**config.mk**
```make
export PLATFORM = sky130hd
export DESIGN_NAME = max_pooler
export DESIGN_NICKNAME = d
export VERILOG_FILES = /design/src/rtl/max_pooler.sv
export SDC_FILE = /design/constraint.sdc
export NUM_CORES = 1
export LEC_CHECK = 0
export ABC_AREA = 1
export CORE_MARGIN = 2
export CORE_UTILIZATION = 50
export DETAILED_ROUTE_END_ITERATION = 6
export PLACE_DENSITY_LB_ADDON = 0.05
export REMOVE_ABC_BUFFERS = 1
export SYNTH_ARGS = -nofsm -noshare
export SYNTH_HDL_FRONTEND = slang
export SYNTH_SLANG_ARGS = --single-unit
```
**constraint.sdc**
```tcl
create_clock -name clk -period 4.5 [get_ports clk]
set_input_delay 1.125 -clock clk [delete_from_list [all_inputs] [get_ports clk]]
set_output_delay 1.125 -clock clk [all_outputs]
set_load 0.05 [all_outputs]
```
**src/rtl/max_pooler.sv**
```systemverilog
`default_nettype none
// ============================================================================
// Module   : max_pooler
// Purpose  : Streaming PxP max-pooling of a row-major NxN feature map using a
//            line buffer of N/P partial maxima. Optional MAX_POOLER_RELU_EN
//            clamps negative inputs to zero before pooling.
// Revision : 1.0 - initial release
// ============================================================================
module max_pooler #(
    parameter int dataWidth = 8,
    parameter int N         = 56,
    parameter int P         = 2
) (
    input  logic                 clk,
    input  logic                 global_rst,
    input  logic                 ce,
    input  logic                 valid_in,
    input  logic                 end_in,
    input  logic [dataWidth-1:0] data_in,
    output logic [dataWidth-1:0] pool_op,
    output logic                 valid_pool,
    output logic                 end_pool
);

    localparam int NW = N / P;
    localparam int NF = NW * P;
    localparam int CW = (N > 1) ? $clog2(N) : 1;
    localparam int PW = $clog2(P);
    localparam int WW = (NW > 1) ? $clog2(NW) : 1;
    localparam int LD = 1 << WW;

    logic [CW-1:0]               col_q, col_d, row_q, row_d;
    logic [PW-1:0]               hph_q, hph_d, vph_q, vph_d;
    logic [WW-1:0]               wcol_q, wcol_d, wrow_q, wrow_d;
    logic signed [dataWidth-1:0] hmax_q, hmax_d;
    logic [dataWidth-1:0]        pool_q, pool_d;
    logic                        valid_q, valid_d, end_q, end_d;

    logic signed [dataWidth-1:0] lbuf_q [LD];
    logic                        lbuf_we;
    logic signed [dataWidth-1:0] lbuf_wd;

    logic                        accept, in_region, win_done;
    logic signed [dataWidth-1:0] din, hmerge, lmerge;

    function automatic logic signed [dataWidth-1:0] smax(
        input logic signed [dataWidth-1:0] a,
        input logic signed [dataWidth-1:0] b
    );
        return (a > b) ? a : b;
    endfunction

    always_comb begin
`ifdef MAX_POOLER_RELU_EN
        din = data_in[dataWidth-1] ? '0 : $signed(data_in);
`else
        din = $signed(data_in);
`endif
    end

    always_comb begin
        accept    = ce && valid_in && !end_in;
        // Floor mode: trailing columns/rows beyond the last full window are dropped.
        in_region = (32'(col_q) < 32'(NF)) && (32'(row_q) < 32'(NF));
        win_done  = accept && in_region && (hph_q == PW'(P - 1));
        hmerge    = smax(hmax_q, din);
        lmerge    = smax(lbuf_q[wcol_q], hmerge);

        col_d   = col_q;
        row_d   = row_q;
        hph_d   = hph_q;
        vph_d   = vph_q;
        wcol_d  = wcol_q;
        wrow_d  = wrow_q;
        hmax_d  = hmax_q;
        pool_d  = pool_q;
        valid_d = 1'b0;
        end_d   = 1'b0;
        lbuf_we = 1'b0;
        lbuf_wd = hmerge;

        if (ce && end_in) begin
            col_d  = '0;
            row_d  = '0;
            hph_d  = '0;
            vph_d  = '0;
            wcol_d = '0;
            wrow_d = '0;
            hmax_d = '0;
        end else if (accept) begin
            hmax_d = (hph_q == '0) ? din : hmerge;

            if (col_q == CW'(N - 1)) begin
                col_d  = '0;
                hph_d  = '0;
                wcol_d = '0;
                if (row_q == CW'(N - 1)) begin
                    row_d  = '0;
                    vph_d  = '0;
                    wrow_d = '0;
                end else begin
                    row_d = row_q + CW'(1);
                    if (vph_q == PW'(P - 1)) begin
                        vph_d  = '0;
                        wrow_d = wrow_q + WW'(1);
                    end else begin
                        vph_d = vph_q + PW'(1);
                    end
                end
            end else begin
                col_d = col_q + CW'(1);
                if (hph_q == PW'(P - 1)) begin
                    hph_d  = '0;
                    wcol_d = wcol_q + WW'(1);
                end else begin
                    hph_d = hph_q + PW'(1);
                end
            end

            if (win_done) begin
                if (vph_q == '0) begin
                    lbuf_we = 1'b1;
                    lbuf_wd = hmerge;
                end else if (vph_q != PW'(P - 1)) begin
                    lbuf_we = 1'b1;
                    lbuf_wd = lmerge;
                end else begin
                    pool_d  = lmerge;
                    valid_d = 1'b1;
                    end_d   = (wrow_q == WW'(NW - 1)) && (wcol_q == WW'(NW - 1));
                end
            end
        end
    end

    always_ff @(posedge clk or posedge global_rst) begin
        if (global_rst) begin
            col_q   <= '0;
            row_q   <= '0;
            hph_q   <= '0;
            vph_q   <= '0;
            wcol_q  <= '0;
            wrow_q  <= '0;
            hmax_q  <= '0;
            pool_q  <= '0;
            valid_q <= 1'b0;
            end_q   <= 1'b0;
        end else begin
            col_q   <= col_d;
            row_q   <= row_d;
            hph_q   <= hph_d;
            vph_q   <= vph_d;
            wcol_q  <= wcol_d;
            wrow_q  <= wrow_d;
            hmax_q  <= hmax_d;
            pool_q  <= pool_d;
            valid_q <= valid_d;
            end_q   <= end_d;
        end
    end

    // Every entry is rewritten on window row 0 before it is read, so no reset.
    always_ff @(posedge clk) begin
        if (lbuf_we) begin
            lbuf_q[wcol_q] <= lbuf_wd;
        end
    end

    assign pool_op    = pool_q;
    assign valid_pool = valid_q;
    assign end_pool   = end_q;

endmodule
`default_nettype wire

```
==> results of run 1 <==
-- synthesized netlist by cell type (2+ instances only) --
master and count:
dfrtp_1 42, o21ai_1 6, nand3_1 62, o22ai_1 37, a211oi_1 3, nand2_1 255, inv_1 130, edfxtp_1 256
o21a_1 3, buf_6 2, a31oi_1 2, o21ai_0 112, o221ai_1 7, a22o_1 10, ha_1 20, a21oi_1 17
clkbuf_1 31, buf_2 13, nand4_1 18, buf_4 4, a2bb2oi_1 2, nor2_1 175, xor2_1 2, o211ai_1 3
nor3_1 9, inv_2 3, nor3b_1 2, clkinv_1 5
-- flip-flops by register name, indices dropped and copies added (netlist names) --
signal	cells
wrow_q	5
pool_op	8
lbuf_q	256
col_q	6
hmax_q	8
valid_pool	1
vph_q	1
end_pool	1
hph_q	1
wcol_q	5
row_q	6
-- cells by family (layout without fill, tap and decap cells) --
group	after synthesis	in the layout	share of synthesized area, %
AOI/OAI and AO/OA	207	207	9.14
xor gates and xnor gates	2	2	0.134
adders and majority gates	20	20	1.91
buffers and inverters	189	293	5.76
DFF	298	298	66.6
and+or+nand+nor	527	527	16.4
-- where the power goes --
| group | internal, mW | switching, mW |
|---|---|---|
| logic | 1.07 | 2.54 |
| registers | 3.49 | 0.113 |
| clock network | 1.60 | 1.02 |
| total | 6.16 | 3.67 |
-- cell usage in the layout (no fill, tap or decap), types with 17 or more instances in the layout --
cell,synthesis,routed
nand3_1,62,62
o21ai_0,112,111
o22ai_1,37,37
edfxtp_1,256,256
clkbuf_16,0,31
a21oi_1,17,17
dfrtp_1,42,40
nand2_1,255,255
buf_4,4,73
nor2_1,175,175
inv_1,130,129
clkdlybuf4s50_1,0,22
ha_1,20,20
nand4_1,18,18
-- path summary, 6_finish.rpt --
path	start	endpoint	cells past startpoint
min reg2reg	pool_op[5]	pool_op[5]	2
min	pool_op[5]	pool_op[5]	2
max reg2reg	wcol_q[0]	pool_op[7]	16
max in group asynchronous	global_rst	wcol_q[0]	2
min in group asynchronous	global_rst	col_q[0]	2
max	data_in[5]	pool_op[7]	20
-- final cells by class --
type | instances | area (um^2) | area share [%]
Tap cell | 335 | 419 | 2.76
Clock inverter | 18 | 239 | 1.57
Multi-Input combinational cell | 756 | 3630 | 23.9
Inverter | 138 | 520 | 3.42
Clock buffer | 38 | 802 | 5.28
Sequential cell | 298 | 8740 | 57.5
Timing Repair Buffer | 99 | 848 | 5.58
-- through the flow --
stage | util (%) | setup TNS [ps] | instance area [um^2]
detailed placement | 54.6 | -0.236 | 14200
global placement | 54.6 | 0 | 14200
floorplan | - | -14430 | 12900
CTS | 58.7 | 0 | 15200
global route | 58.7 | 0 | 15200
finish | 58.7 | 0 | 15200
-- metal layers --
layer | vias up | track usage (%) | part of all wire [%]
li1 | 4441 | - | -
met1 | 4306 | 34.2 | 46
met2 | 237 | 38.4 | 46
met3 | 47 | 3.00 | 5.3
met4 | 0 | 6.35 | 2.6
met5 | - | 0 | 0
-- worst reg2reg max path: cells and delay by family (launching register included) --
kind	cells	cell delay [ps]
AND/OR/NAND/NOR	10	1210
AO/OA/AOI/OAI	4	1090
buffers and inverters	1	540
flip-flops	1	500
adder cells (fa/ha/maj)	1	310
==> impl_metrics.yaml, run 1 <==
clock_tree:
  clk_latency_ps: 550
  cts_tree: "yes"
  cts_max_level: 1
  cts_buffer_depth: 3
  tritoncts.num_buffers: 31
  holdBufCountCts: 0
  cts-root-buf: "clkbuf_16"
  cts.sinks: 298
  cts-resized-gates: 0
  cts.reportedPaths.clkPinSlew_ps: 60
  post-cts-setup-buffer-count: 0
placed_design:
  placedCellCount: 1626
  port_buffers: 22
  routabilityCongestion: 0.875
  dp.final_hpwl_um: 20200
  preCtsSetupSlack_ps: -0.236
power:
  p_leak_nw: 6.06
  ir_worst_vdd_mv: 0.378
  total_power_mw: 9.83
  power-per-cell-area_mw_per_mm2: 647
sta:
  worst_pin_slew_ps: 914
  maxSlewViolCount: 0
  worst_hold_slack_ps: 481
  grt_setup_unrepaired: "false"
  maxClockFrequency_mhz: 250
  period_minus_slack_ps: 3990
  slew_headroom_pct: 39.0
  finClkSkew_ps: 17.5
  setup_violations: 0
  period_share_pct: 88.7
  finalHoldViolCount: 0
  pnr_worst_setup_slack_ps: 507
hold_path:
  hold_path.class: "flip-flop to flip-flop"
critical_path:
  cp-end-kind: "flip-flop"
  timing.critical_path.cells: "clkdlybuf4s50_1 -> inv_1 -> ha_1 -> a21oi_1 -> nor2_1 -> nor2_1 -> nand2_1 -> nand2_1 -> nand3_1 -> buf_4 -> o21ai_0 -> ha_1 -> nand2_1 -> nor2_1 -> a211oi_1 -> nand3_2 -> nand3_4 -> nand2_1 -> nand3_1 -> nand2_1"
  critical_path.max_stage_delay_ps: 480
  crit_required_ps: 4930
  timing.critical_path.fanout_max: 10
  path_common_cell: "nand2_1"
  crit_path_top_delay_cell: "clkdlybuf4s50_1"
  setup.worst_path.class: "primary input to flip-flop"
  worst-r2r-setup-slack_ps: 720
  arrival_ps: 4420
  timing.critical_path.max_delay_family: "simple AND/OR/NAND/NOR gates"
  critical_path.n_buffers_inverters: 3
  crit_path_start_kind: "primary input"
logic_synthesis:
  async_flop_share_pct: 14.1
  post_synth_num_cell_types: 40
  synth-edff-count: 256
  netlist.area_leader.share_pct: 58.6
  syn_avg_cell_area_um2: 10.6
  ys_ff_latch: 298
  postSynthCellCount: 1243
  yosys_synthesis_warning_count: 0
  yosys-top-cells-area: "edfxtp_1, dfrtp_1, nand2_1"
  synth_ff_type: "edfxtp_1"
  seq_area_frac_synth_pct: 66.6
  synth_largest_area_cell: "edfxtp_1"
  syn_area_mm2: 0.0131
global_routing:
  track_usage_pct: 23.7
  grt_remaining_overflow: 0
  grt_max_degree: 132
  number_of_antenna_violations_at_the_first_check_in_global_routing: 0
  first_global_vias: 8906
  grt_pass1_wl_um: 50800
floorplan:
  std_cell_rows: 59
  fp.dieW_um: 166
  fp.coreArea_mm2: 0.0259
  dieArea_mm2: 0.0275
  initial_core_util_pct: 50.6
  io_pins: 23
  die_height_um: 166
cells_and_area:
  area_delta_synth_final_pct: 15.9
  total_of_fill_cells_in_the_finished_design: 2239
  final-instance-count-excl-fill: 1682
  layout-drive-gt1-share_pct: 9.87
  design.final.nets: 1357
  n_antenna_cell: 0
routing:
  vias_after_detailed_routing: 9031
  antenna_left: 0
  drt-pass1-iter-count: 5
  post_drt_via_cell_ratio: 5.37
  avgRoutedWirePerCell_um: 19.2
  drc_errors: 0
  drt_iter0_drc: 738
  drt-total-wl_um: 32300
run_status:
  run_status: "finished clean"
flow_run:
  max_cap_violations: 0
Note: power is estimated with default switching activity, not from simulation.
==> run 2, diff against run 1 <==
SKIP_LAST_GASP = 1   (was unset)
clock period = 3.9 ns   (was 4.5 ns; I/O delays follow)
==> run 2 against run 1 <==
Against the previous run:
- clock power up 22%
- global-route usage increased by 0.65 points
- highest routed layer unchanged
- power up 20%
- design area is 2.2% higher
- critical endpoint is now pool_op[4]
==> impl_metrics.yaml, run 2 (synthesized netlist as in run 1, its figures left out) <==
run_status:
  run_status: "finished clean"
critical_path:
  ff2ff_path_depth: 17
  r2r_end: "pool_op[4]"
  worst-r2r-setup-slack_ps: 430
  timing.critical_path.fanout_max: 9
  worst_r2r_startpoint: "wcol_q[1]"
  arrival_ps: 4060
  critical_path.startpoint: "data_in[5]"
  crit_path_end: "pool_op[4]"
  crit_path_start_kind: "primary input"
  cp-end-kind: "flip-flop"
  setup.worst_path.class: "primary input to flip-flop"
  crit_required_ps: 4340
clock_tree:
  cts_buffer_depth: 3
  cts.sinks: 298
  cts.reportedPaths.clkPinSlew_ps: 60
  cts_tree: "yes"
  cts-root-buf: "clkbuf_16"
  holdBufCountCts: 0
  cts_max_level: 2
  clk_latency_ps: 500
  tritoncts.num_buffers: 34
sta:
  grt_setup_unrepaired: "false"
  period_minus_slack_ps: 3620
  setup_violations: 0
  maxClockFrequency_mhz: 276
  finalHoldViolCount: 0
  worst_pin_slew_ps: 916
  period_share_pct: 92.8
  setup-tns-final_ps: 0
  maxSlewViolCount: 0
  finClkSkew_ps: 12.7
  slew_headroom_pct: 38.8
global_routing:
  grt_remaining_overflow: 0
  grt_max_degree: 69
  track_usage_pct: 24.4
  first_global_vias: 8972
  grt_pass1_wl_um: 51900
  number_of_antenna_violations_at_the_first_check_in_global_routing: 0
cells_and_area:
  layout.cell_area.non_filler_mm2: 0.0155
  layout.cells.most_common: "edfxtp_1"
  largest_register_ffs: 256
  commonest_cells_after_routing_fill_and_taps_aside: "edfxtp_1, nand2_1, nor2_1"
  area_delta_synth_final_pct: 18.5
  final_core_utilization_pct: 60.0
  regMostFlops: "lbuf_q"
  n_antenna_cell: 0
  layout-drive-gt1-share_pct: 12.1
  design.final.nets: 1388
power:
  power-per-cell-area_mw_per_mm2: 759
  power.switching_fraction_pct: 36.9
  power.share.combinational_pct: 37.8
  intPower_mw: 7.44
  share_seq_of_total_power_pct: 35.2
  ir_worst_vdd_mv: 0.394
  share_clk_of_total_power_pct: 26.9
  p_leak_nw: 6.25
  total_power_mw: 11.8
  power_switching_mw: 4.36
routing:
  drt-pass1-iter-count: 7
  drt-total-wl_um: 33100
  antenna_left: 0
  vias_after_detailed_routing: 9233
  avgRoutedWirePerCell_um: 19.3
  drc_errors: 0
  post_drt_via_cell_ratio: 5.39
  drt_iter0_drc: 838
floorplan:
  std_cell_rows: 59
  io_pins: 23
  fp.dieW_um: 166
  fp.coreArea_mm2: 0.0259
  dieArea_mm2: 0.0275
  initial_core_util_pct: 50.6
  die_height_um: 166
flow_run:
  max_cap_violations: 0
placed_design:
  placement.cell_area_mm2: 0.0144
  dp.final_hpwl_um: 20700
  port_buffers: 22
  routabilityCongestion: 0.912
hold_path:
  hold_path.class: "flip-flop to flip-flop"
==> run 2: worst max-delay path, cell delays in order <==
cell             delay [ps]
clkdlybuf4s50_1         480
inv_1                    50
ha_1                    300
a21oi_1                 160
nor2_1                   50
nor2_1                  120
nand3_1                 160
nand3_4                 160
nand2_1                  80
o21ai_2                  70
inv_1                    70
ha_1                    300
a21oi_1                 150
nor2_1                   60
a211oi_2                220
nand2_1                 100
nand2_2                 170
nand3_4                 140
nand2_1                  90
nand3_1                  60
nand2_1                  70
==> run 2: per-stage QoR <==
step                hold WS (ps)  setup slack (ps)  cells
floorplan                    455             -1820   1192
global placement             478              -372   1653
detailed placement           473              -424   1653
CTS                          492              90.4   1711
global route                 503              13.9   1712
finish                       484               282   1712
==> run 2: what timing repair did <==
| action | 4_1_cts | 5_1_grt |
|---|---|---|
| setup buffers | 0 | 1 |
| gates resized for setup | 0 | 6 |
| endpoints found under the setup margin | 0 | 8 |
==> run 2: cell type report <==
class / count / area (um^2)
Clock buffer: 44 / 940
Fill cell: 2167 / 10400
Clock inverter: 14 / 174
Inverter: 138 / 520
Timing Repair Buffer: 127 / 1100
Tap cell: 335 / 419
Multi-Input combinational cell: 756 / 3650
Sequential cell: 298 / 8740
==> run 2: per-layer routing <==
layer	vias to the layer above	part of all wire (%)	wire length [um]	track usage, %
li1	4501	-	-	-
met1	4418	46	15200	35.8
met2	261	46	15200	38.2
met3	53	5.6	1850	3.24
met4	0	2.5	827	7.41
met5	-	0	0	0
==> run 2: worst min path at each step <==
stage	slack [ps]	endpoint	from	cells past startpoint
6_report	480	pool_op[0]	pool_op[0]	2
5_1_grt	500	pool_op[0]	pool_op[0]	2
4_1_cts	490	pool_op[0]	pool_op[0]	2
3_5_place_dp	470	pool_op[0]	pool_op[0]	2
3_3_place_gp	480	pool_op[0]	pool_op[0]	2
2_1_floorplan	450	wrow_q[3]	wrow_q[3]	1
==> run 2: power groups by stage <==
stage | Clock, mW | Combinational (mW) | Sequential (mW)
final | 3.18 | 4.46 | 4.16
after global routing | 3.36 | 4.93 | 4.17
after CTS | 3.23 | 4.43 | 4.15
after detailed placement | 0 | 4.41 | 4.22
after global placement | 0 | 4.36 | 4.22
after floorplan | 0 | 2.27 | 4.47
